[src/rtl/y86_pkg.sv]
// Shared Y86-64 definitions: instruction codes, register IDs, status codes,
// and the per-icode source/destination register selection.
package y86_pkg;

    typedef logic [3:0] reg_id_t;

    localparam logic [3:0] I_HALT   = 4'h0;
    localparam logic [3:0] I_NOP    = 4'h1;
    localparam logic [3:0] I_RRMOVQ = 4'h2;
    localparam logic [3:0] I_IRMOVQ = 4'h3;
    localparam logic [3:0] I_RMMOVQ = 4'h4;
    localparam logic [3:0] I_MRMOVQ = 4'h5;
    localparam logic [3:0] I_OPQ    = 4'h6;
    localparam logic [3:0] I_JXX    = 4'h7;
    localparam logic [3:0] I_CALL   = 4'h8;
    localparam logic [3:0] I_RET    = 4'h9;
    localparam logic [3:0] I_PUSHQ  = 4'hA;
    localparam logic [3:0] I_POPQ   = 4'hB;

    localparam reg_id_t RNONE = 4'hF;
    localparam reg_id_t RSP   = 4'h4;

    localparam logic [3:0] S_AOK = 4'h1;
    localparam logic [3:0] S_HLT = 4'h2;
    localparam logic [3:0] S_ADR = 4'h3;
    localparam logic [3:0] S_INS = 4'h4;

    typedef struct packed {
        reg_id_t src_a;
        reg_id_t src_b;
        reg_id_t dst_e;
        reg_id_t dst_m;
    } regsel_t;

    // Register IDs read and written by each instruction class; RNONE elsewhere.
    function automatic regsel_t decode_regs(input logic [3:0] icode,
                                            input reg_id_t ra,
                                            input reg_id_t rb);
        regsel_t r;
        r = '{RNONE, RNONE, RNONE, RNONE};
        case (icode)
            I_RRMOVQ: begin r.src_a = ra;  r.dst_e = rb;  end
            I_IRMOVQ: begin r.dst_e = rb;  end
            I_RMMOVQ: begin r.src_a = ra;  r.src_b = rb;  end
            I_MRMOVQ: begin r.src_b = rb;  r.dst_m = ra;  end
            I_OPQ:    begin r.src_a = ra;  r.src_b = rb;  r.dst_e = rb;  end
            I_CALL:   begin r.src_b = RSP; r.dst_e = RSP; end
            I_RET:    begin r.src_a = RSP; r.src_b = RSP; r.dst_e = RSP; end
            I_PUSHQ:  begin r.src_a = ra;  r.src_b = RSP; r.dst_e = RSP; end
            I_POPQ:   begin r.src_a = RSP; r.src_b = RSP; r.dst_e = RSP; r.dst_m = ra; end
            default:  ;
        endcase
        return r;
    endfunction

endpackage

[src/rtl/y86_regfile.sv]
// Y86-64 register file: two combinational read ports, two write ports.
// When both write ports target the same register the M port wins, so that
// popq %rsp leaves the popped value in %rsp.
module y86_regfile
    import y86_pkg::*;
#(
    parameter int DATA_W   = 64,
    parameter int NUM_REGS = 15,
    parameter int SP_INIT  = 16
) (
    input  logic              clk,
    input  logic              reset,
    input  reg_id_t           rd_a_id,
    input  reg_id_t           rd_b_id,
    output logic [DATA_W-1:0] rd_a_val,
    output logic [DATA_W-1:0] rd_b_val,
    input  reg_id_t           wr_e_id,
    input  logic [DATA_W-1:0] wr_e_val,
    input  reg_id_t           wr_m_id,
    input  logic [DATA_W-1:0] wr_m_val
);

    logic [DATA_W-1:0] regs_q [NUM_REGS];
    logic [DATA_W-1:0] regs_d [NUM_REGS];

    // Next register contents: E write first, M write overrides on collision.
    always_comb begin
        regs_d = regs_q;
        for (int i = 0; i < NUM_REGS; i++) begin
            if (wr_e_id != RNONE && int'(wr_e_id) == i) regs_d[i] = wr_e_val;
            if (wr_m_id != RNONE && int'(wr_m_id) == i) regs_d[i] = wr_m_val;
        end
    end

    // Register storage; reset clears everything except the stack pointer.
    always_ff @(posedge clk or posedge reset) begin
        if (reset) begin
            for (int i = 0; i < NUM_REGS; i++)
                regs_q[i] <= (i == int'(RSP)) ? DATA_W'(SP_INIT) : '0;
        end else begin
            regs_q <= regs_d;
        end
    end

    // Combinational reads; IDs beyond the implemented range read as zero.
    always_comb begin
        rd_a_val = '0;
        rd_b_val = '0;
        for (int i = 0; i < NUM_REGS; i++) begin
            if (int'(rd_a_id) == i) rd_a_val = regs_q[i];
            if (int'(rd_b_id) == i) rd_b_val = regs_q[i];
        end
    end

endmodule

[src/rtl/y86_decode_unit.sv]
// Y86-64 decode stage: D pipeline register, register file, src/dst selection,
// operand forwarding and load-use detection.
// Build option DECODE_FWD_EN: when defined, operands are forwarded from the
// E/M/W buses; when undefined, operands come only from the register file and
// d_loaduse flags every read-after-write hazard so control can stall.
module y86_decode_unit
    import y86_pkg::*;
#(
    parameter int DATA_W   = 64,
    parameter int NUM_REGS = 15,
    parameter int SP_INIT  = 16
) (
    input  logic              clk,
    input  logic              reset,
    input  logic [3:0]        f_icode,
    input  logic [3:0]        f_ifun,
    input  logic [3:0]        f_rA,
    input  logic [3:0]        f_rB,
    input  logic [DATA_W-1:0] f_valC,
    input  logic [DATA_W-1:0] f_valP,
    input  logic [3:0]        f_stat,
    input  logic              D_stall,
    input  logic              D_bubble,
    input  logic [3:0]        e_dstE,
    input  logic [3:0]        M_dstE,
    input  logic [3:0]        M_dstM,
    input  logic [3:0]        W_dstE,
    input  logic [3:0]        W_dstM,
    input  logic [DATA_W-1:0] e_valE,
    input  logic [DATA_W-1:0] M_valE,
    input  logic [DATA_W-1:0] m_valM,
    input  logic [DATA_W-1:0] W_valE,
    input  logic [DATA_W-1:0] W_valM,
    input  logic [3:0]        E_icode,
    input  logic [3:0]        E_dstM,
    output logic [3:0]        D_icode,
    output logic [3:0]        D_ifun,
    output logic [3:0]        D_rA,
    output logic [3:0]        D_rB,
    output logic [3:0]        D_stat,
    output logic [DATA_W-1:0] D_valC,
    output logic [DATA_W-1:0] D_valP,
    output logic [3:0]        d_srcA,
    output logic [3:0]        d_srcB,
    output logic [3:0]        d_dstE,
    output logic [3:0]        d_dstM,
    output logic [DATA_W-1:0] d_valA,
    output logic [DATA_W-1:0] d_valB,
    output logic              d_loaduse
);

    typedef struct packed {
        logic [3:0]        icode;
        logic [3:0]        ifun;
        logic [3:0]        ra;
        logic [3:0]        rb;
        logic [3:0]        stat;
        logic [DATA_W-1:0] valc;
        logic [DATA_W-1:0] valp;
    } dreg_t;

    dreg_t             dreg_q, dreg_d;
    regsel_t           sel;
    logic [DATA_W-1:0] rf_a, rf_b;
    logic              load_hazard;
    reg_id_t [4:0]     bus_ids;

    // Index 0 is the highest forwarding priority (youngest producer first).
    assign bus_ids = {W_dstE, W_dstM, M_dstE, M_dstM, e_dstE};

    // Returns true when a real source register is being produced on any bus.
    function automatic logic any_match(input reg_id_t src, input reg_id_t [4:0] ids);
        logic hit;
        hit = 1'b0;
        for (int i = 0; i < 5; i++)
            if (ids[i] != RNONE && ids[i] == src) hit = 1'b1;
        return hit;
    endfunction

    // D register next state: stall holds, bubble injects a NOP keeping f_stat.
    always_comb begin
        dreg_d = dreg_q;
        if (!D_stall && D_bubble) begin
            dreg_d.icode = I_NOP;
            dreg_d.stat  = f_stat;
        end else if (!D_stall) begin
            dreg_d = '{f_icode, f_ifun, f_rA, f_rB, f_stat, f_valC, f_valP};
        end
    end

    // D register state.
    always_ff @(posedge clk or posedge reset) begin
        if (reset) begin
            dreg_q       <= '0;
            dreg_q.icode <= I_NOP;
            dreg_q.stat  <= S_AOK;
        end else begin
            dreg_q <= dreg_d;
        end
    end

    assign D_icode = dreg_q.icode;
    assign D_ifun  = dreg_q.ifun;
    assign D_rA    = dreg_q.ra;
    assign D_rB    = dreg_q.rb;
    assign D_stat  = dreg_q.stat;
    assign D_valC  = dreg_q.valc;
    assign D_valP  = dreg_q.valp;

    assign sel    = decode_regs(dreg_q.icode, dreg_q.ra, dreg_q.rb);
    assign d_srcA = sel.src_a;
    assign d_srcB = sel.src_b;
    assign d_dstE = sel.dst_e;
    assign d_dstM = sel.dst_m;

    y86_regfile #(
        .DATA_W   (DATA_W),
        .NUM_REGS (NUM_REGS),
        .SP_INIT  (SP_INIT)
    ) u_regfile (
        .clk      (clk),
        .reset    (reset),
        .rd_a_id  (sel.src_a),
        .rd_b_id  (sel.src_b),
        .rd_a_val (rf_a),
        .rd_b_val (rf_b),
        .wr_e_id  (W_dstE),
        .wr_e_val (W_valE),
        .wr_m_id  (W_dstM),
        .wr_m_val (W_valM)
    );

    assign load_hazard = (E_icode == I_MRMOVQ || E_icode == I_POPQ) && E_dstM != RNONE &&
                         (E_dstM == sel.src_a || E_dstM == sel.src_b);

`ifdef DECODE_FWD_EN
    logic [4:0][DATA_W-1:0] bus_vals;
    assign bus_vals = {W_valE, W_valM, M_valE, m_valM, e_valE};

    // Highest-priority bus match wins, otherwise the register file value.
    function automatic logic [DATA_W-1:0] fwd_sel(input reg_id_t src,
                                                  input logic [DATA_W-1:0] rf_val,
                                                  input reg_id_t [4:0] ids,
                                                  input logic [4:0][DATA_W-1:0] vals);
        logic [DATA_W-1:0] v;
        v = rf_val;
        for (int i = 4; i >= 0; i--)
            if (ids[i] == src) v = vals[i];
        if (src == RNONE) v = '0;
        return v;
    endfunction

    // Forwarded operands; jXX/call carry the fall-through PC in valA.
    always_comb begin
        d_valB = fwd_sel(sel.src_b, rf_b, bus_ids, bus_vals);
        d_valA = fwd_sel(sel.src_a, rf_a, bus_ids, bus_vals);
        if (dreg_q.icode == I_JXX || dreg_q.icode == I_CALL) d_valA = dreg_q.valp;
    end

    assign d_loaduse = load_hazard;
`else
    logic unused_fwd_vals;
    assign unused_fwd_vals = ^{e_valE, M_valE, m_valM};

    // Register-file-only operands; jXX/call carry the fall-through PC in valA.
    always_comb begin
        d_valB = (sel.src_b == RNONE) ? '0 : rf_b;
        d_valA = (sel.src_a == RNONE) ? '0 : rf_a;
        if (dreg_q.icode == I_JXX || dreg_q.icode == I_CALL) d_valA = dreg_q.valp;
    end

    // Without forwarding every pending producer is a hazard; a load sitting in
    // E is also one, since its target appears on none of the buses yet.
    assign d_loaduse = load_hazard ||
                       any_match(sel.src_a, bus_ids) || any_match(sel.src_b, bus_ids);
`endif

endmodule

[config.mk]
export PLATFORM = sky130hd
export DESIGN_NAME = y86_decode_unit
export DESIGN_NICKNAME = d
export VERILOG_FILES = /design/src/rtl/y86_pkg.sv /design/src/rtl/y86_regfile.sv /design/src/rtl/y86_decode_unit.sv
export SDC_FILE = /design/constraint.sdc
export NUM_CORES = 2
export LEC_CHECK = 0
export ABC_AREA = 1
export CORE_ASPECT_RATIO = 1.25
export CORE_MARGIN = 3
export CORE_UTILIZATION = 38
export DETAILED_ROUTE_END_ITERATION = 10
export GPL_ROUTABILITY_DRIVEN = 1
export GPL_TIMING_DRIVEN = 1
export SETUP_SLACK_MARGIN = 0.2
export SKIP_CTS_REPAIR_TIMING = 1
export SYNTH_ARGS = -nofsm -noshare
export SYNTH_HDL_FRONTEND = slang
export SYNTH_SLANG_ARGS = --single-unit
[constraint.sdc]
create_clock -name clk -period 41.9 [get_ports clk]
set_input_delay 12.57 -clock clk [delete_from_list [all_inputs] [get_ports clk]]
set_output_delay 12.57 -clock clk [all_outputs]
set_load 0.05 [all_outputs]
==> impl_metrics.yaml <==
finish:
  design_area_um2: 77500
  drive_gt1_share_pct: 4.61
  most-common-layout-cells: "nand2_1 (2889), o21ai_0 (2035), dfrtp_1 (1105)"
  fin_nets: 10500
  area.growth.synth_to_final_pct: 17.8
  layout_commonest_cell: "nand2_1"
floorplanning:
  num_rows: 170
  fp.dieArea_um2: 178000
  num_io_pins: 793
  start_util_pct: 38.3
  coreArea_um2: 172000
  die_w_um: 378
  dieHeight_um: 471
routing:
  vias: 74100
  routed_wl_um: 337000
  wl_per_cell_um: 27.2
  drcViolationCount: 0
  drt_pass1_iterations: 7
  ant_nets: 0
  drtIter0Drc: 11400
  viasPerCell: 5.99
critical_path:
  critical_path_class: "primary input to output port"
  crit_fanout: 6
  slowest_stage: "clkdlybuf4s50_1"
  max_stage_delay_ps: 810
  end_kind: "output port"
  path_cells: "clkdlybuf4s50_1, nand2_1, nor2_1, a2111oi_0, o2111ai_1, nand4_1, clkdlybuf4s50_1"
  critical_path_arrival_ps: 15200
  start_kind: "primary input"
  cp.required_ps: 29330
  r2r-end: "D_icode[0]$_DFFE_PP1P_"
  cpMostUsedCell: "clkdlybuf4s50_1"
  rr_worst_depth: 2
  r2r_slack_ps: 40950
  timing.rr.start: "D_icode[0]$_DFFE_PP1P_"
timing:
  maxSlewViolCount: 0
  period_needed_ps: 27770
  hold_slack_ps: 471
  max_freq_ghz: 0.0360
  hold_viol_final: 0
  maxSlewHeadroom_pct: 22.9
  setup_viol: 0
  worstMarginPinSlew_ps: 1160
  timing.setup.tns_ps: 0
  fin_crit_sh_pct: 66.3
  clock_skew_ps: 0
  rsz0062_at_grt: "false"
run_status:
  status: "finished clean"
global_route:
  top_usage_layer: "met2"
  antenna_found_initial: 29
  grt_max_degree: 153
  overflow: 0
  met2_usage_pct: 52.5
  grtUsageMet3_pct: 14.1
  grt_pass1_wl_um: 482000
  grtUsageMet1_pct: 49.1
  grt_use_total_pct: 36.6
  grt_pass1_vias: 69200
cts:
  htreeDepth: 4
  clockRootBuffer: "clkbuf_16"
  cts.clk_slew.worst_paths_ps: 60
  cts_num_sinks: 1108
  cts_made_buffers: 130
  clock_latency_ps: 780
  cts_buffer_depth: 3
  cts_tree: "yes"
yosys:
  synth_cell_type_count: 37
  ys_warn_count: 0
  ys_ff_latch: 1108
  synth_nets: 10400
  synth_top_cell_by_area: "dfrtp_1"
  synth_area_um2: 65800
  synth_top_area_share_pct: 42.0
  seq_area_frac_synth_pct: 42.1
  netlist_instances: 9865
  ys_top_cells_by_area: "dfrtp_1 (42%), nand2_1 (17%), o21ai_0 (15%), inv_1 (5.4%), nor2_1 (4.5%)"
  syn_area_per_cell_um2: 6.67
worst_hold_path:
  worstHoldPathType: "register to register"
  hold_depth: 2
  min-delay-start: "D_ifun[2]$_DFFE_PP0P_"
  whs_endpoint: "D_ifun[2]$_DFFE_PP0P_"
placement:
  hpwl_um: 221000
  gp_congestion: 0.985
  port_buffers: 600
  placed_area_um2: 73400
power:
  power.density_nw_per_um2: 46.0
  peakVddDrop_uv: 44.9
  leakage_nw: 35.2
flow_run:
  maxCapViolCount: 0
## through the flow
step | setup slack [ps] | std cells | util, % | power, W
after detailed placement | 14210 | 12100 | 42.7 | 0.00240
after global placement | 14220 | 12100 | 42.7 | 0.00238
final | 14130 | 12400 | 45.1 | 0.00357
after global routing | 14070 | 12400 | 45.1 | 0.00371
after CTS | 14200 | 12300 | 45.1 | 0.00355
after floorplan | 14040 | 9865 | - | 0.00199
## kinds of logic (layout without fill, tap and decap cells)
group	count (synthesis)	count (layout)	share of synthesized area, %
DFF	1108	1108	42.1
other	0	15	0
buffers and inverters	1722	1970	10.0
and+or+nand+nor	4287	4287	26.4
xor gates and xnor gates	22	22	0.293
AOI/OAI and AO/OA	2726	2726	21.2
## cell type report
| class | count | area [µm²] |
|---|---|---|
| multi-input cells | 7035 | 31900 |
| clock buffers | 204 | 3890 |
| clock inverters | 17 | 206 |
| inverters | 980 | 3700 |
| repair buffers | 769 | 7300 |
| flip-flops and latches | 1108 | 27700 |
| diodes | 15 | 37.5 |
| fillers | 17600 | 94300 |
| well taps | 2236 | 2800 |
## worst max path at each step
stage / start / to / slack (ps) / cells after the start
after CTS: W_dstE[0] / d_loaduse / 14200 / 7
final: W_dstE[1] / d_loaduse / 14130 / 7
after global placement: e_dstE[0] / d_loaduse / 14220 / 9
after floorplan: reset / D_icode[1]$_DFFE_PP0P_ / 14040 / 1
after global routing: e_dstE[0] / d_loaduse / 14070 / 9
after detailed placement: W_dstE[0] / d_loaduse / 14210 / 7
## synthesized netlist by cell type (all sizes together)
library cell  count
a2111oi           2
a21oi           562
buf             109
clkbuf          633
clkinv           15
dfrtp          1105
dfstp             3
inv             965
nand2          2904
nand3           240
nand3b           13
nand4           313
nor2            796
nor3             11
nor4              8
o2111ai           3
o211ai           30
o21ai          2058
o21bai            7
o221ai           49
o22ai            14
o31ai             1
or2               2
xor2             22
## critical path, delay by kind of cell
kind	cells	cell delay [ps]
buffers and inverters	2	1340
and+or+nand+nor	3	510
AOI/OAI and AO/OA	2	760
## routing by layer
| layer | wire length (µm) | up-vias |
|---|---|---|
| met5 | 89 | - |
| met4 | 14700 | 14 |
| met3 | 52700 | 919 |
| met2 | 140000 | 5766 |
| met1 | 129000 | 35200 |
| li1 | - | 32200 |
## power breakdown
| group | total [W] | internal (W) | leakage [nW] | switching (W) |
|---|---|---|---|---|
| sequential | 0.00142 | 0.00129 | 13.4 | 0.000139 |
| combinational | 0.000989 | 0.000276 | 19.9 | 0.000713 |
| clock | 0.00115 | 0.000659 | 2.00 | 0.000493 |
## state kept, by name, indices dropped and copies added (netlist names)
| name | flops |
|---|---|
| D_rA | 4 |
| D_stat | 4 |
| D_rB | 4 |
| D_ifun | 4 |
| D_valP | 64 |
| u_regfile.regs_q | 960 |
| D_icode | 4 |
| D_valC | 64 |
Note: power is estimated with default switching activity, not from simulation.
